**config.mk**
```make
export PLATFORM = sky130hd
export DESIGN_NAME = apb3_master_arbiter_flat
export DESIGN_NICKNAME = d
export VERILOG_FILES = /design/src/rtl/apb_pkg.sv /design/src/rtl/apb3_master_arbiter_if.sv /design/src/rtl/apb_rr_arbiter.sv /design/src/rtl/apb3_master_arbiter.sv /design/src/flat_wrapper.sv
export SDC_FILE = /design/constraint.sdc
export NUM_CORES = 1
export LEC_CHECK = 0
export CORE_MARGIN = 2
export CORE_UTILIZATION = 45
export CTS_BUF_LIST = sky130_fd_sc_hd__clkbuf_4
export CTS_CLUSTER_DIAMETER = 40
export DETAILED_ROUTE_END_ITERATION = 8
export DONT_BUFFER_PORTS = 1
export PLACE_DENSITY = 0.59
export SYNTH_ARGS = -nofsm -noshare
export SYNTH_HDL_FRONTEND = slang
export SYNTH_SLANG_ARGS = --single-unit
```
**constraint.sdc**
```tcl
create_clock -name PCLK -period 2.4 [get_ports PCLK]
set_input_delay 0.12 -clock PCLK [delete_from_list [all_inputs] [get_ports PCLK]]
set_output_delay 0.12 -clock PCLK [all_outputs]
set_load 0.03 [all_outputs]
```
**src/rtl/apb_pkg.sv**
```systemverilog
// Shared APB definitions: FSM state encoding, bus width defaults, round-robin slot helper.
// Pure declarations, no latency. No handshake.
// Also used by the APB register slave, so keep the widths generic.
package apb_pkg;

    localparam int APB_DATA_WIDTH = 32;
    localparam int APB_ADDR_WIDTH = 8;

    typedef logic [1:0] apb_state_t;

    localparam apb_state_t ST_IDLE   = 2'd0;
    localparam apb_state_t ST_SETUP  = 2'd1;
    localparam apb_state_t ST_ACCESS = 2'd2;

    function automatic int rr_slot(input int last, input int offset, input int n);
        return (last + offset) % n;
    endfunction

endpackage

```
**src/rtl/apb3_master_arbiter_if.sv**
```systemverilog
// Request-side and APB-side signal bundle for the shared APB3 master.
// Wires only, no latency. Requests use valid/ready; APB completion uses PREADY.
// The master modport is the arbiter; the slave modport is the client/fabric side.
interface apb3_master_arbiter_if
    import apb_pkg::*;
#(
    parameter int NUM_REQ    = 4,
    parameter int DATA_WIDTH = APB_DATA_WIDTH,
    parameter int ADDR_WIDTH = APB_ADDR_WIDTH
);
    logic [NUM_REQ-1:0]            req_valid;
    logic [NUM_REQ-1:0]            req_write;
    logic [NUM_REQ*ADDR_WIDTH-1:0] req_addr;
    logic [NUM_REQ*DATA_WIDTH-1:0] req_wdata;
    logic [NUM_REQ-1:0]            req_ready;
    logic [NUM_REQ-1:0]            rsp_valid;
    logic [DATA_WIDTH-1:0]         rsp_rdata;
    logic                          rsp_err;

    logic [ADDR_WIDTH-1:0]         PADDR;
    logic                          PSEL;
    logic                          PENABLE;
    logic                          PWRITE;
    logic [DATA_WIDTH-1:0]         PWDATA;
    logic [DATA_WIDTH-1:0]         PRDATA;
    logic                          PREADY;
    logic                          PSLVERR;

    modport master (
        input  req_valid, req_write, req_addr, req_wdata, PRDATA, PREADY, PSLVERR,
        output req_ready, rsp_valid, rsp_rdata, rsp_err, PADDR, PSEL, PENABLE, PWRITE, PWDATA
    );

    modport slave (
        output req_valid, req_write, req_addr, req_wdata, PRDATA, PREADY, PSLVERR,
        input  req_ready, rsp_valid, rsp_rdata, rsp_err, PADDR, PSEL, PENABLE, PWRITE, PWDATA
    );

endinterface

```
**src/rtl/apb_rr_arbiter.sv**
```systemverilog
// Round-robin grant: first valid requester searching upward (with wrap) from last grant + 1.
// Combinational, zero latency. No backpressure; caller decides when to consume the grant.
module apb_rr_arbiter
    import apb_pkg::*;
#(
    parameter int NUM_REQ = 4,
    parameter int IDX_W   = 2
) (
    input  logic [NUM_REQ-1:0] i_req_valid,
    input  logic [IDX_W-1:0]   i_last_grant,
    output logic [NUM_REQ-1:0] o_grant_oh,
    output logic [IDX_W-1:0]   o_grant_idx,
    output logic               o_any
);

    logic [IDX_W-1:0] w_cand;

    always_comb begin
        o_grant_oh  = '0;
        o_grant_idx = '0;
        o_any       = 1'b0;
        w_cand      = '0;
        // Walk from the farthest slot down so the nearest valid slot wins.
        for (int k = NUM_REQ; k >= 1; k--) begin
            w_cand = IDX_W'(rr_slot(int'(i_last_grant), k, NUM_REQ));
            if (i_req_valid[w_cand]) begin
                o_grant_idx = w_cand;
                o_any       = 1'b1;
            end
        end
        for (int i = 0; i < NUM_REQ; i++) begin
            if (o_any && (o_grant_idx == IDX_W'(i))) begin
                o_grant_oh[i] = 1'b1;
            end
        end
    end

endmodule

```
**src/rtl/apb3_master_arbiter.sv**
```systemverilog
// Shares one APB3 bus among NUM_REQ requesters with round-robin arbitration and a PREADY watchdog.
// Latency: req_ready 1 cycle after sampling, rsp_valid 3 cycles after sampling plus PREADY wait states.
// Backpressure: requests wait until granted; APB slave stalls via PREADY, aborted after TIMEOUT cycles.
module apb3_master_arbiter
    import apb_pkg::*;
#(
    parameter int DATA_WIDTH = APB_DATA_WIDTH,
    parameter int ADDR_WIDTH = APB_ADDR_WIDTH,
    parameter int NUM_REQ    = 4,
    parameter int TIMEOUT    = 16
) (
    input  logic                 PCLK,
    input  logic                 PRESETn,
    apb3_master_arbiter_if.master bus
);

    localparam int IDX_W = (NUM_REQ > 1) ? $clog2(NUM_REQ) : 1;
    localparam int CNT_W = (TIMEOUT > 1) ? $clog2(TIMEOUT) : 1;
    localparam logic [CNT_W-1:0] TMO_LAST = CNT_W'((TIMEOUT == 0) ? 0 : TIMEOUT - 1);

    apb_state_t              r_state;
    logic [IDX_W-1:0]        r_last_grant;
    logic [NUM_REQ-1:0]      r_gnt_oh;
    logic                    r_psel;
    logic                    r_penable;
    logic                    r_pwrite;
    logic [ADDR_WIDTH-1:0]   r_paddr;
    logic [DATA_WIDTH-1:0]   r_pwdata;
    logic [NUM_REQ-1:0]      r_req_ready;
    logic [NUM_REQ-1:0]      r_rsp_valid;
    logic [DATA_WIDTH-1:0]   r_rsp_rdata;
    logic                    r_rsp_err;
    logic [CNT_W-1:0]        r_wait_cnt;

    logic [NUM_REQ-1:0]      w_grant_oh;
    logic [IDX_W-1:0]        w_grant_idx;
    logic                    w_any;
    logic [ADDR_WIDTH-1:0]   w_sel_addr;
    logic [DATA_WIDTH-1:0]   w_sel_wdata;
    logic                    w_sel_write;
    logic                    w_timeout;

    apb_rr_arbiter #(
        .NUM_REQ (NUM_REQ),
        .IDX_W   (IDX_W)
    ) u_arb (
        .i_req_valid  (bus.req_valid),
        .i_last_grant (r_last_grant),
        .o_grant_oh   (w_grant_oh),
        .o_grant_idx  (w_grant_idx),
        .o_any        (w_any)
    );

    always_comb begin
        w_sel_addr  = '0;
        w_sel_wdata = '0;
        w_sel_write = 1'b0;
        for (int i = 0; i < NUM_REQ; i++) begin
            if (w_grant_idx == IDX_W'(i)) begin
                w_sel_addr  = bus.req_addr[i*ADDR_WIDTH +: ADDR_WIDTH];
                w_sel_wdata = bus.req_wdata[i*DATA_WIDTH +: DATA_WIDTH];
                w_sel_write = bus.req_write[i];
            end
        end
    end

    // PREADY is checked first, so a completion on the final allowed cycle still wins.
    assign w_timeout = (TIMEOUT != 0) && (r_wait_cnt == TMO_LAST);

    always_ff @(posedge PCLK or negedge PRESETn) begin
        if (!PRESETn) begin
            r_state      <= ST_IDLE;
            r_last_grant <= IDX_W'(NUM_REQ - 1);
            r_gnt_oh     <= '0;
            r_psel       <= 1'b0;
            r_penable    <= 1'b0;
            r_pwrite     <= 1'b0;
            r_paddr      <= '0;
            r_pwdata     <= '0;
            r_req_ready  <= '0;
            r_rsp_valid  <= '0;
            r_rsp_rdata  <= '0;
            r_rsp_err    <= 1'b0;
            r_wait_cnt   <= '0;
        end else begin
            r_req_ready <= '0;
            r_rsp_valid <= '0;
            case (r_state)
                ST_IDLE: begin
                    if (w_any) begin
                        r_state      <= ST_SETUP;
                        r_gnt_oh     <= w_grant_oh;
                        r_last_grant <= w_grant_idx;
                        r_paddr      <= w_sel_addr;
                        r_pwrite     <= w_sel_write;
                        r_pwdata     <= w_sel_write ? w_sel_wdata : '0;
                        r_psel       <= 1'b1;
                        r_req_ready  <= w_grant_oh;
                    end
                end
                ST_SETUP: begin
                    r_state    <= ST_ACCESS;
                    r_penable  <= 1'b1;
                    r_wait_cnt <= '0;
                end
                ST_ACCESS: begin
                    if (bus.PREADY) begin
                        r_state     <= ST_IDLE;
                        r_psel      <= 1'b0;
                        r_penable   <= 1'b0;
                        r_rsp_valid <= r_gnt_oh;
                        r_rsp_rdata <= r_pwrite ? '0 : bus.PRDATA;
                        r_rsp_err   <= bus.PSLVERR;
                    end else if (w_timeout) begin
                        r_state     <= ST_IDLE;
                        r_psel      <= 1'b0;
                        r_penable   <= 1'b0;
                        r_rsp_valid <= r_gnt_oh;
                        r_rsp_rdata <= '0;
                        r_rsp_err   <= 1'b1;
                    end else begin
                        r_wait_cnt <= r_wait_cnt + 1'b1;
                    end
                end
                default: begin
                    r_state   <= ST_IDLE;
                    r_psel    <= 1'b0;
                    r_penable <= 1'b0;
                end
            endcase
        end
    end

    assign bus.PSEL      = r_psel;
    assign bus.PENABLE   = r_penable;
    assign bus.PWRITE    = r_pwrite;
    assign bus.PADDR     = r_paddr;
    assign bus.PWDATA    = r_pwdata;
    assign bus.req_ready = r_req_ready;
    assign bus.rsp_valid = r_rsp_valid;
    assign bus.rsp_rdata = r_rsp_rdata;
    assign bus.rsp_err   = r_rsp_err;

endmodule

```
**src/flat_wrapper.sv**
```systemverilog
// flat-port wrapper written by rule: the top's interface ports become plain ports
module apb3_master_arbiter_flat import apb_pkg::*;
#(
    parameter int DATA_WIDTH = APB_DATA_WIDTH,
    parameter int ADDR_WIDTH = APB_ADDR_WIDTH,
    parameter int NUM_REQ    = 4,
    parameter int TIMEOUT    = 16
)
  (PCLK, PRESETn, bus_req_valid, bus_req_write, bus_req_addr, bus_req_wdata, bus_PRDATA, bus_PREADY, bus_PSLVERR, bus_req_ready, bus_rsp_valid, bus_rsp_rdata, bus_rsp_err, bus_PADDR, bus_PSEL, bus_PENABLE, bus_PWRITE, bus_PWDATA);
  apb3_master_arbiter_if #(.NUM_REQ(NUM_REQ), .DATA_WIDTH(DATA_WIDTH), .ADDR_WIDTH(ADDR_WIDTH)) bus_i ();
  input  logic PCLK;
  input  logic PRESETn;
  input wire logic [$bits(bus_i.req_valid)-1:0] bus_req_valid;
  input wire logic [$bits(bus_i.req_write)-1:0] bus_req_write;
  input wire logic [$bits(bus_i.req_addr)-1:0] bus_req_addr;
  input wire logic [$bits(bus_i.req_wdata)-1:0] bus_req_wdata;
  input wire logic [$bits(bus_i.PRDATA)-1:0] bus_PRDATA;
  input wire logic [$bits(bus_i.PREADY)-1:0] bus_PREADY;
  input wire logic [$bits(bus_i.PSLVERR)-1:0] bus_PSLVERR;
  output wire logic [$bits(bus_i.req_ready)-1:0] bus_req_ready;
  output wire logic [$bits(bus_i.rsp_valid)-1:0] bus_rsp_valid;
  output wire logic [$bits(bus_i.rsp_rdata)-1:0] bus_rsp_rdata;
  output wire logic [$bits(bus_i.rsp_err)-1:0] bus_rsp_err;
  output wire logic [$bits(bus_i.PADDR)-1:0] bus_PADDR;
  output wire logic [$bits(bus_i.PSEL)-1:0] bus_PSEL;
  output wire logic [$bits(bus_i.PENABLE)-1:0] bus_PENABLE;
  output wire logic [$bits(bus_i.PWRITE)-1:0] bus_PWRITE;
  output wire logic [$bits(bus_i.PWDATA)-1:0] bus_PWDATA;
  assign bus_i.req_valid = bus_req_valid;
  assign bus_i.req_write = bus_req_write;
  assign bus_i.req_addr = bus_req_addr;
  assign bus_i.req_wdata = bus_req_wdata;
  assign bus_i.PRDATA = bus_PRDATA;
  assign bus_i.PREADY = bus_PREADY;
  assign bus_i.PSLVERR = bus_PSLVERR;
  assign bus_req_ready = bus_i.req_ready;
  assign bus_rsp_valid = bus_i.rsp_valid;
  assign bus_rsp_rdata = bus_i.rsp_rdata;
  assign bus_rsp_err = bus_i.rsp_err;
  assign bus_PADDR = bus_i.PADDR;
  assign bus_PSEL = bus_i.PSEL;
  assign bus_PENABLE = bus_i.PENABLE;
  assign bus_PWRITE = bus_i.PWRITE;
  assign bus_PWDATA = bus_i.PWDATA;
  apb3_master_arbiter #(.DATA_WIDTH(DATA_WIDTH), .ADDR_WIDTH(ADDR_WIDTH), .NUM_REQ(NUM_REQ), .TIMEOUT(TIMEOUT)) u_core (.PCLK(PCLK), .PRESETn(PRESETn), .bus(bus_i));
endmodule
```
==> impl_metrics.env, run 1 <==
export IMPL_status="stopped before the end"
export IMPL_failed_stage="clock tree synthesis (4_1_cts)"
export IMPL_toolErrorMsg="[ERROR RSZ-0060] Max buffer count reached."
export IMPL_synth_cell_type_count=51
export IMPL_seq_area_frac_synth_pct=45.8
export IMPL_ys_async_sr_fraction_pct=100
export IMPL_synth_edf_count=0
export IMPL_die_w_um=112
export IMPL_syn_inst=529
export IMPL_cts_resized_gates=1
export IMPL_cts_made_buffers=9
export IMPL_root_buffer="clkbuf_4"
export IMPL_htreeDepth=3
export IMPL_ys_ff_latch=96
export IMPL_cts_setup_buffers=0
export IMPL_synth_nets=734
export IMPL_holdBufCountCts=132
export IMPL_start_util_pct=46.0
export IMPL_portBuffers=0
export IMPL_rows=39
export IMPL_ioPinCount=288
export IMPL_die_h_um=112
export IMPL_cts_sinks=96
export IMPL_synth_main_ff_cell="dfrtp_1"
export IMPL_dp_hpwl_um=11000
export IMPL_gp_congestion=0.889
export IMPL_netlist_area_mm2=0.00525
export IMPL_clockBufferDepth=2
export IMPL_place_area_mm2=0.00532
export IMPL_avgSynthCellArea_um2=9.93
export IMPL_ys_warn_count=0
[cells in the mapped netlist, types with 3 or more instances]
cell type / number / area share [%]
o21ai_0: 11 / 1.0
a211oi_1: 6 / 0.86
clkbuf_1: 21 / 1.5
nor2_1: 9 / 0.64
and2_1: 4 / 0.48
a32o_2: 29 / 6.2
buf_6: 11 / 2.4
inv_1: 5 / 0.36
a32o_1: 3 / 0.57
and3_1: 72 / 8.6
a211o_1: 64 / 11
o221ai_1: 5 / 0.83
o21ai_1: 7 / 0.67
a21oi_1: 5 / 0.48
nand3_1: 38 / 3.6
nand2_1: 77 / 5.5
dfrtp_1: 94 / 45
buf_2: 19 / 1.8
a21o_1: 9 / 1.3
a221oi_1: 3 / 0.50
[logic make-up after synthesis]
group | Yosys count | share of synthesized area, %
simple gates | 212 | 20.6
compound gates | 159 | 26.6
flops | 96 | 45.8
buf+inv | 59 | 6.39
xor+xnor | 1 | 0.167
mux | 1 | 0.191
fa+ha+maj | 1 | 0.238
[through the flow]
| stage | setup WS (ps) | hold WS (ps) | cells | setup TNS (ps) |
|---|---|---|---|---|
| floorplan | 484 | -176 | 529 | 0 |
| detailed placement | -73.4 | -174 | 636 | -1990 |
| global placement | 26.5 | -174 | 636 | 0 |
==> inputs of run 2 (changes only) <==
CORE_UTILIZATION = 30   (was 45)
CTS_BUF_LIST = not set   (was sky130_fd_sc_hd__clkbuf_4)
CTS_CLUSTER_DIAMETER = not set   (was 40)
PLACE_DENSITY = not set   (was 0.59)
PLACE_DENSITY_LB_ADDON = 0.15   (was not set)
==> impl_metrics.env, run 2 <==
export IMPL_syn_inst=529
export IMPL_final_cells=790
export IMPL_drv_cap=0
export IMPL_syn_to_final_growth_pct=19.3
export IMPL_ys_top_cells_by_area="dfrtp_1 45%, a211o_1 11%, and3_1 8.6%"
export IMPL_start_kind="register"
export IMPL_grtUsageMet1_pct=23.7
export IMPL_ir_drop_mv=0.733
export IMPL_root_buffer="clkbuf_16"
export IMPL_critPathKind="reg -> reg"
export IMPL_end_kind="register"
export IMPL_power_uw=8840
export IMPL_tns_ps=0
export IMPL_synth_edf_count=0
export IMPL_slew_headroom_pct=58.3
export IMPL_netlist_area_mm2=0.00525
export IMPL_multi_input_area_mm2=0.00255
export IMPL_hold_start="bus_req_addr[10]"
export IMPL_ff_latch_area_mm2=0.00240
export IMPL_rr_startpoint="u_core.r_last_grant[1]$_DFFE_PN1P_"
export IMPL_avgSynthCellArea_um2=9.93
export IMPL_final_common_cell="dfrtp_1"
export IMPL_worst_ep_required_time_ps=2690
export IMPL_wl_per_cell_um=22.3
export IMPL_antenna_found_initial=1
export IMPL_final_util_pct=36.5
export IMPL_grt_setup_unrepaired="false"
export IMPL_grt_pass1_vias=4439
export IMPL_antenna_left=0
export IMPL_maxSlewViolCount=0
export IMPL_grt_use_met2_pct=29.1
export IMPL_grt_max_degree=97
export IMPL_htreeDepth=3
export IMPL_synth_common_cells="94 x dfrtp_1, 77 x nand2_1, 72 x and3_1, 64 x a211o_1, 38 x nand3_1"
export IMPL_leakagePower_uw=0.00317
export IMPL_status="finished clean"
export IMPL_synth_nets=734
export IMPL_fin_nets=763
export IMPL_avgViaCountPerCell=5.64
export IMPL_period_share_pct=92.1
export IMPL_portBuffers=0
export IMPL_cts_resized_gates=0
export IMPL_synth_most_common_cell="dfrtp_1"
export IMPL_worst_pin_slew_ps=626
export IMPL_arrival_ps=2500
export IMPL_synth_top_area_cell="dfrtp_1"
export IMPL_clock_skew_ps=8.45
export IMPL_clockBufferDepth=2
export IMPL_grt_overflow=0
export IMPL_crit_path_max_fanout=45
export IMPL_grt_pass1_wl_um=26100
export IMPL_final_cell_mix="94 x dfrtp_1, 77 x nand2_1, 72 x and3_1"
export IMPL_clock_latency_ps=350
export IMPL_cts_made_buffers=9
export IMPL_rows=48
export IMPL_ys_ff_latch=96
export IMPL_synthDominantCellAreaShare_pct=44.8
export IMPL_drive_above_1_share_pct=15.5
export IMPL_route_vias_total=4456
export IMPL_die_w_um=136
export IMPL_cts_sinks=96
export IMPL_dieArea_mm2=0.0186
export IMPL_first_pass_iters=6
export IMPL_setup_violations=0
export IMPL_crit_start="u_core.r_last_grant[1]$_DFFE_PN1P_"
export IMPL_finalHoldViolations=0
export IMPL_nFillCells=1747
export IMPL_grtUsageTotal_pct=18.5
export IMPL_use_met3_pct=5.52
export IMPL_seq_area_frac_synth_pct=45.8
export IMPL_coreArea_mm2=0.0172
export IMPL_synth_main_ff_cell="dfrtp_1"
export IMPL_routed_wl_um=17600
export IMPL_cts_clk_slew_worst_paths_ps=80
export IMPL_fmax_mhz=452
export IMPL_cts_tree="done"
export IMPL_post_route_min_period_ps=2210
export IMPL_hold_class="in -> reg"
export IMPL_drtIter0Drc=227
export IMPL_gp_congestion=0.765
export IMPL_top_usage_layer="met2"
export IMPL_dp_hpwl_um=12400
export IMPL_place_inst=721
export IMPL_synth_cell_type_count=51
export IMPL_die_h_um=136
export IMPL_ioPinCount=288
export IMPL_drcViolationCount=0
export IMPL_cts_setup_buffers=0
export IMPL_start_util_pct=30.6
export IMPL_ys_warn_count=0
export IMPL_power_density_mw_per_mm2=1410
export IMPL_ys_async_sr_fraction_pct=100
==> run 2: critical path: stages (launching register included) <==
cell,delay (ps)
dfstp_2,680
nand2_1,150
a21oi_4,200
buf_4,210
buf_4,360
and3_1,270
a211o_1,120
a32o_1,150
==> run 2: cells by family (layout without fill, tap and decap cells) <==
family / Yosys count / in the layout / synth area share [%]
mux: 1 / 1 / 0.191
buf+inv: 59 / 93 / 6.39
compound gates: 159 / 159 / 26.6
xor+xnor: 1 / 1 / 0.167
simple gates: 212 / 212 / 20.6
other cells: 0 / 2 / 0
flops: 96 / 96 / 45.8
fa+ha+maj: 1 / 1 / 0.238
==> run 2: layout make-up <==
| cell class | count | share of cell area, % |
|---|---|---|
| clock buffer | 9 | 3.60 |
| multi-input combinational | 374 | 40.7 |
| timing repair buffer | 71 | 11.4 |
| inverter | 6 | 0.360 |
| clock inverter | 7 | 0.939 |
| tap | 225 | 4.49 |
| sequential | 96 | 38.4 |
| antenna | 2 | 0.0799 |
==> run 2: final timing paths <==
check,end,cells after the start,slack (ps)
hold reg to reg,u_core.r_gnt_oh[3]$_DFFE_PN0P_,1,470
min in group asynchronous,u_core.bus.rsp_rdata[12]$_DFFE_PN0P_,2,340
setup reg to reg,u_core.bus.PWDATA[2]$_DFFE_PN0P_,7,190
setup / recovery,u_core.bus.PWDATA[2]$_DFFE_PN0P_,7,190
hold / removal,u_core.bus.PADDR[2]$_DFFE_PN0P_,2,20
max in group asynchronous,u_core.bus.PWDATA[11]$_DFFE_PN0P_,2,1670
==> run 2: per-stage QoR <==
step,area [µm²],worst slack [ps],hold WS (ps)
2_1_floorplan,5250,484,-176
3_3_place_gp,5450,284,-173
3_5_place_dp,5450,228,-173
4_1_cts,6260,212,1.07
5_1_grt,6260,28.5,25.5
6_report,6260,189,22.5
==> run 2: power by group <==
part	internal [µW]	leakage (µW)	switching, µW
Clock	725	0.000139	708
Combinational	1510	0.00178	1870
Sequential	2280	0.00125	1750
Total	4520	0.00317	4320
==> run 2: layer usage <==
layer  vias up  routed length [µm]  share of wire [%]
li1       2049                   -                  -
met1      2155                7250                 41
met2       224                8310                 47
met3        26                1730                9.8
met4         2                 344                1.9
met5         -                  13              0.074
==> run 2: repair_timing <==
item / in CTS / in global routing
hold buffers: 51 / 0
hold endpoints to repair: 137 / 0
endpoints found under the setup margin: 0 / 0
(Power assumes the default switching activity.)
==> inputs of run 3 (changes only) <==
CELL_PAD_IN_SITES_DETAIL_PLACEMENT = 0   (was not set)
CELL_PAD_IN_SITES_GLOBAL_PLACEMENT = 1   (was not set)
clock period = 2.1 ns   (was 2.4 ns; I/O delays follow)
==> impl_metrics.env, run 3 (same netlist as run 2, synthesis figures left out) <==
export IMPL_status="complete, but fails checks"
export IMPL_violations="hold timing, setup timing"
export IMPL_hold_class="in -> async"
export IMPL_die_w_um=136
export IMPL_crit_buf_inv=3
export IMPL_htreeDepth=3
export IMPL_final_cells=829
export IMPL_drive_above_1_share_pct=21.9
export IMPL_setup_violations=2
export IMPL_place_inst=727
export IMPL_crit_family="compound AO/OA/AOI/OAI gates"
export IMPL_coreArea_mm2=0.0172
export IMPL_grtUsageTotal_pct=18.0
export IMPL_nFillCells=1695
export IMPL_clock_latency_ps=350
export IMPL_worst_ep_required_time_ps=2330
export IMPL_final_util_pct=40.4
export IMPL_r2r_end="u_core.bus.PWDATA[13]$_DFFE_PN0P_"
export IMPL_grt_max_degree=97
export IMPL_ir_drop_mv=0.552
export IMPL_rows=48
export IMPL_avgViaCountPerCell=5.67
export IMPL_gp_congestion=0.786
export IMPL_ioPinCount=288
export IMPL_clockBufferDepth=2
export IMPL_final_cell_mix="94 x dfrtp_1, 76 x nand2_1, 68 x and3_1"
export IMPL_drv_cap=0
export IMPL_power_uw=11300
export IMPL_grt_pass1_vias=4470
export IMPL_drcViolationCount=0
export IMPL_setup_ws_ps=-3.80
export IMPL_clock_skew_ps=12.1
export IMPL_holdBufCountCts=53
export IMPL_drtIter0Drc=281
export IMPL_start_kind="register"
export IMPL_period_share_pct=100
export IMPL_leakagePower_uw=0.00349
export IMPL_antenna_left=0
export IMPL_crit_path_max_fanout=9
export IMPL_critPathKind="reg -> reg"
export IMPL_crit_cells=8
export IMPL_routed_wl_um=19700
export IMPL_die_h_um=136
export IMPL_wl_met1_um=7600
export IMPL_cts_tree="done"
export IMPL_met2_length_um=9630
export IMPL_cpMaxStageDelayCell="dfstp_2"
export IMPL_cts_clk_slew_worst_paths_ps=70
export IMPL_syn_to_final_growth_pct=32.1
export IMPL_start_util_pct=30.6
export IMPL_cts_sinks=96
export IMPL_antenna_found_initial=2
export IMPL_crit_start="u_core.r_last_grant[1]$_DFFE_PN1P_"
export IMPL_fmax_mhz=475
export IMPL_endpoint="u_core.bus.PWDATA[13]$_DFFE_PN0P_"
export IMPL_cpPeakStageDelay_ps=580
export IMPL_final_common_cell="dfrtp_1"
export IMPL_dp_hpwl_um=12100
export IMPL_rr_startpoint="u_core.r_last_grant[1]$_DFFE_PN1P_"
export IMPL_whs_ps=-559
export IMPL_grt_pass1_wl_um=25300
export IMPL_fin_nets=803
export IMPL_first_pass_iters=4
export IMPL_arrival_ps=2340
export IMPL_slew_headroom_pct=74.5
export IMPL_routed_top_layer="met4"
export IMPL_end_kind="register"
export IMPL_wl_per_cell_um=23.7
export IMPL_grt_overflow=0
export IMPL_root_buffer="clkbuf_16"
export IMPL_dieArea_mm2=0.0186
export IMPL_worst_pin_slew_ps=383
export IMPL_met3_length_um=2080
export IMPL_reg2regPathDepth=8
export IMPL_grt_setup_unrepaired="true"
export IMPL_cts_made_buffers=9
export IMPL_post_route_min_period_ps=2100
export IMPL_finalHoldViolations=96
export IMPL_maxSlewViolCount=0
export IMPL_crit_chain="buf_6 -> mux2i_1 -> o22a_1 -> o21a_4 -> a31oi_4 -> buf_4 -> clkbuf_16 -> a32o_2"
export IMPL_portBuffers=0
export IMPL_power_density_mw_per_mm2=1630
export IMPL_route_vias_total=4697
export IMPL_ff2ff_setup_slack_ps=-4
[run 3: cell count changes in the layout (fill, tap and decap cells not counted), sizes merged]
| cell | previous run | this run |
|---|---|---|
| clkinv | 1 | 3 |
| inv | 11 | 7 |
| buf | 21 | 50 |
| dlygate4sd3 | 50 | 53 |
| bufinv | 0 | 1 |
| clkbuf | 9 | 17 |
[run 3: metal layers]
metal / track usage (%) / up-vias
li1: - / 2131
met1: 20.7 / 2274
met2: 31.0 / 260
met3: 6.45 / 32
met4: 5.90 / 0
met5: 0 / -
[run 3: area by class of cell]
type | instances | area, µm² | area share, %
Tap cell | 225 | 282 | 4.06
Timing Repair Buffer | 111 | 1310 | 18.9
Inverter | 6 | 22.5 | 0.325
Clock inverter | 6 | 68.8 | 0.992
Sequential cell | 96 | 2400 | 34.7
Multi-Input combinational cell | 374 | 2620 | 37.7
Clock buffer | 9 | 225 | 3.25
Antenna cell | 2 | 5.00 | 0.0722
[run 3: worst min-delay path by stage]
stage / end / slack, ps / start / cells past startpoint
floorplan: u_core.bus.PADDR[0]$_DFFE_PN0P_ / -190 / PRESETn / 0
global placement: u_core.bus.rsp_rdata[28]$_DFFE_PN0P_ / -190 / PRESETn / 0
detailed placement: u_core.bus.rsp_rdata[28]$_DFFE_PN0P_ / -190 / PRESETn / 0
CTS: u_core.bus.rsp_rdata[28]$_DFFE_PN0P_ / -580 / PRESETn / 0
global route: u_core.bus.rsp_rdata[28]$_DFFE_PN0P_ / -580 / PRESETn / 0
finish: u_core.bus.rsp_rdata[28]$_DFFE_PN0P_ / -560 / PRESETn / 0
[run 3: where the power goes]
group | internal (µW) | total (µW) | switching [µW] | leakage, µW
registers | 2610 | 4570 | 1960 | 0.00125
clock network | 924 | 1680 | 760 | 0.000142
logic | 2550 | 5040 | 2500 | 0.00210
total | 6080 | 11300 | 5220 | 0.00349
[run 3: worst register-to-register path: cells and delay by family, from the launching register on]
kind	cells	cell delay [ps]
AOI/OAI and AO/OA	4	790
DFF	1	580
buffers and inverters	3	420
muxes	1	200
[run 3: stage by stage]
step | cell area (µm²) | TNS (ps) | hold WS (ps) | setup WS [ps]
final | 6940 | -5.72 | -559 | -3.80
after global routing | 6940 | -1380 | -578 | -70.3
after CTS | 6390 | 0 | -576 | 14.0
after detailed placement | 5570 | 0 | -189 | 39.8
after global placement | 5570 | 0 | -189 | 66.3
after floorplan | 5250 | 0 | -191 | 184
[run 3: repair_timing]
action,CTS,global route
setup buffers,0,19
endpoints found under the hold margin,137,96
resized for setup,0,30
setup endpoints to repair,0,32
==> inputs of run 4 (changes only) <==
PLACE_DENSITY = 0.67   (was not set)
PLACE_DENSITY_LB_ADDON = not set   (was 0.15)
==> impl_metrics.env, run 4 (same netlist as run 2, synthesis figures left out) <==
export IMPL_status="complete, but fails checks"
export IMPL_violations="hold timing"
export IMPL_routed_wl_um=18900
export IMPL_gp_congestion=0.812
export IMPL_final_cells=810
export IMPL_power_frac_seq_pct=42.1
export IMPL_cts_made_buffers=9
export IMPL_worst_pin_slew_ps=604
export IMPL_cts_clk_slew_worst_paths_ps=70
export IMPL_switching_power_uw=5150
export IMPL_dp_hpwl_um=12000
export IMPL_grt_setup_unrepaired="true"
export IMPL_route_vias_total=4665
export IMPL_stdcell_area_mm2=0.00665
export IMPL_fin_nets=784
export IMPL_place_area_mm2=0.00549
export IMPL_grt_pass1_wl_um=25100
export IMPL_critPathKind="reg -> reg"
export IMPL_root_buffer="clkbuf_16"
export IMPL_syn_to_final_growth_pct=26.5
export IMPL_ioPinCount=288
export IMPL_drcViolationCount=0
export IMPL_avgViaCountPerCell=5.76
export IMPL_hold_class="in -> async"
export IMPL_fmax_mhz=480
export IMPL_setup_ws_ps=14.8
export IMPL_switching_share_pct=47.3
export IMPL_clock_latency_ps=350
export IMPL_clockBufferDepth=2
export IMPL_place_inst=724
export IMPL_antenna_left=0
export IMPL_ir_drop_mv=0.542
export IMPL_leakagePower_uw=0.00333
export IMPL_p_int_uw=5730
export IMPL_combPwrFrac_pct=41.9
export IMPL_final_cell_mix="94 x dfrtp_1, 76 x nand2_1, 70 x and3_1"
export IMPL_wl_per_cell_um=23.3
export IMPL_preCtsSetupSlack_ps=-18.6
export IMPL_grt_max_degree=97
export IMPL_grtUsageTotal_pct=17.7
export IMPL_clock_skew_ps=6.68
export IMPL_drtIter0Drc=230
export IMPL_period_share_pct=99.3
export IMPL_maxSlewViolCount=0
export IMPL_power_uw=10900
export IMPL_final_common_cell="dfrtp_1"
export IMPL_antenna_found_initial=2
export IMPL_power_density_mw_per_mm2=1640
export IMPL_reg2regPathDepth=8
export IMPL_whs_ps=-551
export IMPL_arrival_ps=2320
export IMPL_cts_tree="done"
export IMPL_start_kind="register"
export IMPL_worst_ep_required_time_ps=2330
export IMPL_coreArea_mm2=0.0172
export IMPL_portBuffers=0
export IMPL_grt_pass1_vias=4492
export IMPL_rows=48
export IMPL_start_util_pct=30.6
export IMPL_dieArea_mm2=0.0186
export IMPL_crit_path_max_fanout=7
export IMPL_slew_headroom_pct=59.8
export IMPL_ff2ff_setup_slack_ps=10
export IMPL_setup_violations=0
export IMPL_pwr_share_clk_pct=16.0
export IMPL_finalHoldViolations=96
export IMPL_grt_overflow=0
export IMPL_post_route_min_period_ps=2090
export IMPL_cts_sinks=96
export IMPL_end_kind="register"
export IMPL_holdBufCountCts=50
export IMPL_first_pass_iters=5
export IMPL_htreeDepth=3
export IMPL_drive_above_1_share_pct=19.6
export IMPL_die_h_um=136
export IMPL_drv_cap=0
export IMPL_die_w_um=136
[run 4: layout make-up]
| type | instances | area, µm² |
|---|---|---|
| fillers | 1680 | 10500 |
| well taps | 225 | 282 |
| flip-flops and latches | 96 | 2400 |
| repair buffers | 88 | 970 |
| diodes | 2 | 5.00 |
| multi-input cells | 378 | 2660 |
| clock buffers | 10 | 239 |
| clock inverters | 5 | 62.6 |
| inverters | 6 | 22.5 |
[run 4: power groups by stage]
stage / logic, µW / registers (µW) / clock network (µW)
global route: 4930 / 4670 / 1860
floorplan: 2990 / 4370 / 0
detailed placement: 3810 / 4610 / 0
global placement: 3630 / 4610 / 0
finish: 4560 / 4590 / 1740
CTS: 3940 / 4590 / 1780
[run 4: path summary, 6_finish.rpt]
kind	start	to
setup / recovery	u_core.r_last_grant[1]$_DFFE_PN1P_	u_core.bus.PWDATA[15]$_DFFE_PN0P_
hold / removal	PRESETn	u_core.bus.rsp_rdata[17]$_DFFE_PN0P_
setup reg to reg	u_core.r_last_grant[1]$_DFFE_PN1P_	u_core.bus.PWDATA[15]$_DFFE_PN0P_
hold reg to reg	u_core.r_gnt_oh[2]$_DFFE_PN0P_	u_core.r_gnt_oh[2]$_DFFE_PN0P_
max in group asynchronous	PRESETn	u_core.r_last_grant[1]$_DFFE_PN1P_
min in group PCLK	bus_PREADY	u_core.bus.rsp_err$_DFFE_PN0P_
[run 4: through the flow]
step	setup TNS [ps]	utilization, %
after floorplan	0	-
after global placement	0	32.0
after detailed placement	-70.4	32.0
after CTS	0	36.8
after global routing	-541	38.7
final	0	38.7
[run 4: critical path, stage by stage (launching register included)]
cell and delay [ps]:
dfstp_2 590, buf_6 140, mux2i_2 230, o22a_4 210
o21a_4 170, a31oi_4 90, buf_12 150, clkbuf_16 160
a32o_2 230
[run 4: what timing repair did]
item	in CTS	in global routing
gates resized for setup	5	18
hold endpoints to repair	137	96
buffers inserted	0	9
setup endpoints to repair	15	34
gates cloned	1	9
pin swaps	1	22
[run 4: per-layer routing]
layer  GRT usage [%]  routed length, µm
met5               0                  0
met4            5.15                362
met3            6.56               1770
met2            30.6               9380
met1            20.4               7350
